==> config.mk <==
export PLATFORM = sky130hd
export DESIGN_NAME = cellrv32_xbus_arbiter
export DESIGN_NICKNAME = d
export VERILOG_FILES = /design/src/rtl/cellrv32_xbus_arbiter.sv
export SDC_FILE = /design/constraint.sdc
export NUM_CORES = 1
export LEC_CHECK = 0
export CAP_MARGIN = 20
export CORE_AREA = 2 2 125 127
export DETAILED_ROUTE_END_ITERATION = 10
export DIE_AREA = 0 0 127 129
export PLACE_DENSITY_LB_ADDON = 0.15
export SYNTH_ARGS = -nofsm -noshare
export SYNTH_HDL_FRONTEND = slang
export SYNTH_SLANG_ARGS = --single-unit
==> constraint.sdc <==
create_clock -name clk_i -period 2.8 [get_ports clk_i]
set_input_delay 0.56 -clock clk_i [delete_from_list [all_inputs] [get_ports clk_i]]
set_output_delay 0.56 -clock clk_i [all_outputs]
set_load 0.03 [all_outputs]
==> src/rtl/cellrv32_xbus_arbiter.sv <==
// rtl/cellrv32_xbus_arbiter.sv - two-port arbiter sharing the external bus gateway (policy macro: CELLRV32_XBUS_RR_EN)
// Port A = CPU data path, port B = CPU instruction fetch.
// Requests are captured into per-port pending entries, granted one at a time,
// issued as registered one-cycle strobes, and the gateway response is routed
// back to the owner of the grant. With CELLRV32_XBUS_RR_EN defined a
// simultaneous request pair is resolved round-robin, otherwise port A wins.

module cellrv32_xbus_arbiter (
   input  logic        clk_i,
   input  logic        rstn_i,
   // port A (data access)
   input  logic [31:0] a_addr_i,
   input  logic        a_rden_i,
   input  logic        a_wren_i,
   input  logic [3:0]  a_ben_i,
   input  logic [31:0] a_wdata_i,
   input  logic        a_priv_i,
   output logic [31:0] a_rdata_o,
   output logic        a_ack_o,
   output logic        a_err_o,
   output logic        a_tmo_o,
   // port B (instruction fetch)
   input  logic [31:0] b_addr_i,
   input  logic        b_rden_i,
   input  logic        b_wren_i,
   input  logic [3:0]  b_ben_i,
   input  logic [31:0] b_wdata_i,
   input  logic        b_priv_i,
   output logic [31:0] b_rdata_o,
   output logic        b_ack_o,
   output logic        b_err_o,
   output logic        b_tmo_o,
   // gateway side
   output logic        dev_src_o,
   output logic [31:0] dev_addr_o,
   output logic        dev_rden_o,
   output logic        dev_wren_o,
   output logic [3:0]  dev_ben_o,
   output logic [31:0] dev_wdata_o,
   output logic        dev_priv_o,
   input  logic [31:0] dev_rdata_i,
   input  logic        dev_ack_i,
   input  logic        dev_err_i,
   input  logic        dev_tmo_i
);

   typedef enum logic [1:0] {
      S_IDLE = 2'd0,
      S_REQ  = 2'd1,
      S_WAIT = 2'd2
   } state_t;

   state_t     state;
   logic       g;        // current grant: 0 = A, 1 = B
   logic [1:0] a_pend;   // [1] valid, [0] write
   logic [1:0] b_pend;

   // a pulse arriving this cycle counts as a request; wren wins over rden
   logic a_req_new, b_req_new;
   logic a_cand, b_cand;
   logic a_op, b_op;
   logic sel_b;
   logic win_wr;
   logic grant;
   logic busy;
   logic resp;

   assign a_req_new = a_rden_i | a_wren_i;
   assign b_req_new = b_rden_i | b_wren_i;
   assign a_cand    = a_pend[1] | a_req_new;
   assign b_cand    = b_pend[1] | b_req_new;
   assign a_op      = a_req_new ? a_wren_i : a_pend[0];
   assign b_op      = b_req_new ? b_wren_i : b_pend[0];

`ifdef CELLRV32_XBUS_RR_EN
   logic last;   // port granted most recently
   // on a tie the port that did not win last time goes next
   assign sel_b = b_cand & (~a_cand | ~last);
`else
   assign sel_b = b_cand & ~a_cand;
`endif

   assign win_wr = sel_b ? b_op : a_op;
   assign grant  = (state == S_IDLE) & (a_cand | b_cand);
   assign busy   = (state != S_IDLE);
   assign resp   = dev_ack_i | dev_err_i | dev_tmo_i;

   // arbitration FSM, pending capture and registered gateway strobes
   always_ff @(posedge clk_i or negedge rstn_i) begin
      if (!rstn_i) begin
         state      <= S_IDLE;
         g          <= 1'b0;
         a_pend     <= 2'b00;
         b_pend     <= 2'b00;
         dev_rden_o <= 1'b0;
         dev_wren_o <= 1'b0;
`ifdef CELLRV32_XBUS_RR_EN
         last       <= 1'b1;
`endif
      end else begin
         dev_rden_o <= 1'b0;
         dev_wren_o <= 1'b0;
         if (a_req_new) a_pend <= {1'b1, a_wren_i};
         if (b_req_new) b_pend <= {1'b1, b_wren_i};
         case (state)
            S_IDLE: begin
               if (grant) begin
                  g          <= sel_b;
                  state      <= S_REQ;
                  dev_rden_o <= ~win_wr;
                  dev_wren_o <= win_wr;
                  // the winner's request is consumed by this grant
                  if (sel_b) b_pend <= 2'b00;
                  else       a_pend <= 2'b00;
`ifdef CELLRV32_XBUS_RR_EN
                  last       <= sel_b;
`endif
               end
            end
            S_REQ:   state <= resp ? S_IDLE : S_WAIT;
            S_WAIT:  if (resp) state <= S_IDLE;
            default: state <= S_IDLE;
         endcase
      end
   end

   assign dev_src_o   = g;
   assign dev_addr_o  = g ? b_addr_i  : a_addr_i;
   assign dev_ben_o   = g ? b_ben_i   : a_ben_i;
   assign dev_wdata_o = g ? b_wdata_i : a_wdata_i;
   assign dev_priv_o  = g ? b_priv_i  : a_priv_i;

   assign a_ack_o   = ~g & busy & dev_ack_i;
   assign a_err_o   = ~g & busy & dev_err_i;
   assign a_tmo_o   = ~g & busy & dev_tmo_i;
   assign b_ack_o   =  g & busy & dev_ack_i;
   assign b_err_o   =  g & busy & dev_err_i;
   assign b_tmo_o   =  g & busy & dev_tmo_i;
   assign a_rdata_o = g ? 32'h0 : dev_rdata_i;
   assign b_rdata_o = g ? dev_rdata_i : 32'h0;

endmodule

==> results.toml, run 1 <==
[critical_path]
crit_fanout = 83
worst_setup_path_end_kind = "output pin"
r2r-start = "state[1]"
crit_path_start = "dev_src_o"
rr_worst_depth = 3
worstSetupStartpointType = "flip-flop"
worst_r2r_endpoint = "dev_wren_o"
arrival_ps = 2040
worstPathRequired_ps = 2240
critPathKind = "reg -> out"
r2r_slack_ps = 1500

[sta]
maxSlewViolCount = 0
setup_tns_ps = 0
worst_pin_slew_ps = 553.4
layout_min_cycle_time_ps = 2596
hold-worst-slack_ps = 547.9
hold_viol_final = 0
max_freq_ghz = 0.3853
relSlewSlack_pct = 62.97
setup_ws_ps = 204.4
period_share_pct = 92.70
fin_skew_ps = 1.582
rsz0062_at_grt = "false"
setup-violations-final = 0

[power]
power_density_nw_per_um2 = 836.2
leakagePower_nw = 1.892
ir_drop_mv = 0.4461

[clock_tree]
holdBufCountCts = 0
htree_levels = 1
post-cts-setup-buffer-count = 0
clock-sinks = 9
tritoncts = "done"
cts_root_buf = "clkbuf_16"
cts.clk_slew.worst_paths_ps = 40
postCtsResizedCells = 0
cts_buffers = 3
worstSkewPairLatency_ps = 230
clk_path_buf_depth = 2

[synth]
synth-edff-count = 0
postSynthRegisterBits = 9
yosys_warnings = 0
seq_area_frac_synth_pct = 13.39
avgSynthCellArea_sq_um = 8.851
async_flop_share_pct = 100.0
synth_nets = 369
netlist_area_sq_um = 1682
ys_types = 24
syn_inst = 190
synthFlopType = "dfrtp_1"

[drt]
vias = 2629
drc_errors = 0
via_per_inst = 3.827
wirelength_mm = 11.52
drtPass1Iterations = 4
drt_iter0_drc = 62
wire_per_inst_um = 16.77
antenna_left = 0

[floorplanning]
die_x_um = 127
io_pins = 321
die-area_sq_um = 16380
coreArea_sq_um = 14980
row_count = 45
chipHeight_um = 129
start_util_pct = 11.23

[min_path]
hold_end = "b_pend[1]"
hold_path_class = "reg -> reg"
whs_path_depth = 2
min_from = "b_pend[1]"

[outcome]
status = "complete, no violations"

[finish]
fin_nets = 679
multi_input_area_sq_um = 1359
diodes = 0
area_growth_pct = 205.7
n_fill_cell = 1526
final-seq-area_sq_um = 229.0
drive_gt1_share_pct = 16.63

[placed_design]
gp_congestion = 0.7598
pre_cts_ws_ps = 297.3
numPortBuffers = 320
hpwlAfterDp_mm = 9.774

[grt]
grt_overflow = 0
grt_util_all_layers_pct = 12.36
grt_pass1_wl_mm = 15.68
grt_pass1_vias = 2585
antenna_found_initial = 0
grt_max_degree = 84

[flow_run]
maxCapViolations = 0
[sequential cells by signal, indices dropped and copies added (netlist names)]
register    flops
a_pend          2
b_pend          2
dev_rden_o      1
dev_src_o       1
dev_wren_o      1
state           2
[cells by family (layout without fill, tap and decap cells)]
logic type             after synthesis  after routing  share of synthesized area (%)
flip-flops                           9              9                          13.39
XOR/XNOR                             1              1                         0.5209
buffers and inverters               19            328                          5.804
multiplexers                        69             69                          46.21
AND/OR/NAND/NOR                     81             81                          29.69
AO/OA/AOI/OAI                       11             11                          4.390
[cells in the mapped netlist (2+ instances only)]
cell type   n  area (sq um)
mux2_2     68         765.7
and2_1     32         200.2
nor2b_1    32         200.2
dfrtp_1     9         225.2
a21oi_1     7         35.03
clkbuf_1    7         26.28
buf_2       6         30.03
nor2_1      4         15.01
and3_2      3         22.52
buf_4       3         22.52
nor3b_1     3         22.52
inv_1       2         7.510
nor3_1      2         10.01
or3_1       2         12.51
[layout make-up]
class	instances	area share (%)
Inverter	2	0.1461
Tap cell	188	4.576
Multi-Input combinational cell	162	26.44
Sequential cell	9	4.455
Clock buffer	4	1.534
Timing Repair Buffer	322	62.85
[cells in the final DEF, fill, tap and decap left out, types with 2 or more instances in the layout]
master / netlist / routed
clkdlybuf4s50_1: 0 / 315
mux2_2: 68 / 68
and2_1: 32 / 32
nor2b_1: 32 / 32
dfrtp_1: 9 / 8
a21oi_1: 7 / 7
buf_4: 3 / 5
nor2_1: 4 / 4
nor3b_1: 3 / 3
and3_2: 3 / 3
clkbuf_16: 0 / 3
or3_1: 2 / 2
inv_1: 2 / 2
nor3_1: 2 / 2
buf_12: 0 / 2
[power by group]
group          switching, mW  internal (mW)  total (mW)
combinational           2.10           1.73        3.84
sequential            0.0344          0.181       0.215
clock                 0.0574          0.190       0.247
total                   2.20           2.10        4.30
[worst max-delay path, cell delays in order (launching register included)]
cell	delay, ps
dfrtp_4	440
buf_12	300
mux2_2	390
clkdlybuf4s50_1	620
[how the worst max path moves through the flow]
stage	endpoint	slack, ps	cells past startpoint
5_1_grt	dev_addr_o[28]	130	3
4_1_cts	dev_addr_o[28]	180	3
2_1_floorplan	a_ack_o	510	4
3_5_place_dp	a_err_o	300	3
6_report	dev_addr_o[28]	200	3
3_3_place_gp	a_err_o	280	3
[through the flow]
stage               instance area [sq um]  utilization, %  power [mW]  cells
floorplan                            1682               -       2.459    190
global placement                     5061           33.79       4.094    683
detailed placement                   5061           33.79       4.092    683
CTS                                  5140           34.32       4.367    687
global route                         5140           34.32       4.517    687
finish                               5140           34.32       4.298    687
[metal layers]
layer | track usage (%) | part of all wire [%]
met1 | 15.19 | 39
met2 | 22.07 | 49
met3 | 3.285 | 10
met4 | 2.004 | 0.98
met5 | 0 | 0
Note: power is estimated with default switching activity, not from simulation.
==> inputs of run 2 (changes only) <==
Settings changed: GPL_ROUTABILITY_DRIVEN set to 1, TNS_END_PERCENT set to 30.
==> results of run 2 <==
The final DEF is identical to that of run 1; final timing and power are the same.
==> inputs of run 3 (changes only) <==
Settings changed: CAP_MARGIN 20 to 30, CORE_AREA 2 2 125 127 to 2 2 126 128, DIE_AREA 0 0 127 129 to 0 0 128 130, DONT_BUFFER_PORTS set to 1.
==> run 3 against run 2 <==
Fmax is 9.9% higher. Critical path depth shrank 1. Register-to-register slack lost 150 ps. Sequential share of layout area grew 7.0 points. Critical path type unchanged. Critical endpoint is now dev_wdata_o[23].
==> results.toml, run 3 (synthesis results as in run 1) <==
[outcome]
status = "complete, no violations"

[critical_path]
r2r_slack_ps = 1350
worstSetupStartpointType = "flip-flop"
worstPathRequired_ps = 2240
worst_setup_path_end_kind = "output pin"
critPathKind = "reg -> out"
arrival_ps = 1800
crit_fanout = 50

[placed_design]
hpwlAfterDp_mm = 6.925
numPortBuffers = 0
pre_cts_ws_ps = 688.9
gp_congestion = 0.7692
place_area_sq_um = 1916

[power]
p_comb_share_pct = 80.4
switchingPower_mw = 1.974
p_clk_share_pct = 8.7
seq_power_share_pct = 10.9
leakagePower_nw = 0.6893
swShare_pct = 66.85
power_density_nw_per_um2 = 1480
ir_drop_mv = 0.3175
p_int_uw = 978.7

[finish]
fin_nets = 366
final-seq-area_sq_um = 229.0
layout_commonest_cell = "mux2_2"
final_cell_mix = "68 x mux2_2, 32 x and2_1, 32 x nor2b_1"
largestRegisters = "a_pend (2), b_pend (2), state (2)"
diodes = 0
n_fill_cell = 1740
area_growth_pct = 18.68
multi_input_area_sq_um = 1359
design_area_sq_um = 1996
drive_gt1_share_pct = 46.24

[clock_tree]
cts_buffers = 3
tritoncts = "done"
cts.clk_slew.worst_paths_ps = 40
post-cts-setup-buffer-count = 0
clock-sinks = 9
worstSkewPairLatency_ps = 230
holdBufCountCts = 0
htree_levels = 1
cts_root_buf = "clkbuf_16"
postCtsResizedCells = 0
clk_path_buf_depth = 2

[sta]
hold_viol_final = 0
setup-violations-final = 0
worst_pin_slew_ps = 595.4
max_freq_ghz = 0.4236
rsz0062_at_grt = "false"
fin_skew_ps = 1.759
hold-worst-slack_ps = 18.86
layout_min_cycle_time_ps = 2361
maxSlewViolCount = 0
period_share_pct = 84.32
setup_ws_ps = 439.2
setup_tns_ps = 0
relSlewSlack_pct = 60.23

[drt]
drt_iter0_drc = 54
antenna_left = 0
vias = 1523
wire_per_inst_um = 20.55
drtPass1Iterations = 4
via_per_inst = 4.029
wirelength_mm = 7.768
drc_errors = 0

[floorplanning]
coreArea_sq_um = 15420
row_count = 46
die_x_um = 128
chipHeight_um = 130
start_util_pct = 10.90
die-area_sq_um = 16640
io_pins = 321

[grt]
grt_overflow = 0
grt_pass1_vias = 1409
grt_max_degree = 51
grt_util_all_layers_pct = 7.564
antenna_found_initial = 3
grt_pass1_wl_mm = 9.170

[flow_run]
maxCapViolations = 0

[min_path]
hold_path_class = "in -> async"
run 3: cell types whose count changed in the layout (fill, tap and decap cells not counted), sizes merged:
| cell | before | now |
|---|---|---|
| clkinv | 0 | 1 |
| buf | 7 | 9 |
| clkbuf | 4 | 3 |
| clkdlybuf4s50 | 315 | 0 |
run 3: worst max-delay path, cell delays in order (launching register included):
cell and delay, ps:
dfrtp_4 720, buf_4 320, mux2_1 500
run 3: per-layer routing:
metal  GRT usage, %  vias to the layer above  share of wire [%]
met2          14.03                      166                 51
met5              0                        -               0.35
met4          1.551                        4               0.62
met1          9.309                      705                 39
li1               -                      642                  -
met3          1.107                        6                8.5
run 3: worst paths after layout:
path | depth (start not counted) | from | endpoint
hold / removal | 0 | rstn_i | state[1]
setup reg to reg | 3 | dev_src_o | dev_src_o
hold reg to reg | 2 | b_pend[1] | b_pend[1]
setup / recovery | 2 | dev_src_o | dev_wdata_o[23]
min in group clk_i | 1 | dev_tmo_i | state[1]
max in group asynchronous | 0 | rstn_i | dev_src_o
run 3: layout make-up:
cell class                 instances  area share (%)
clock inverter                     1          0.2508
timing repair buffer               9           4.013
clock buffer                       3           3.762
inverter                           2          0.3762
tap                              192           12.04
multi-input combinational        162           68.09
sequential                         9           11.47
run 3: through the flow:
stage	std cells	utilization, %	total power, mW
final	378	12.94	2.953
after global routing	378	12.94	3.085
after CTS	378	12.94	2.986
after detailed placement	374	12.42	2.707
after global placement	374	12.42	2.702
after floorplan	190	-	2.459
run 3: power groups by stage:
stage                     clock, mW  sequential [mW]  combinational [mW]
final                         0.257            0.321                2.38
after global routing          0.277            0.341                2.47
after CTS                     0.269            0.325                2.39
after floorplan                   0            0.236                2.22
after detailed placement          0            0.325                2.38
after global placement            0            0.319                2.38
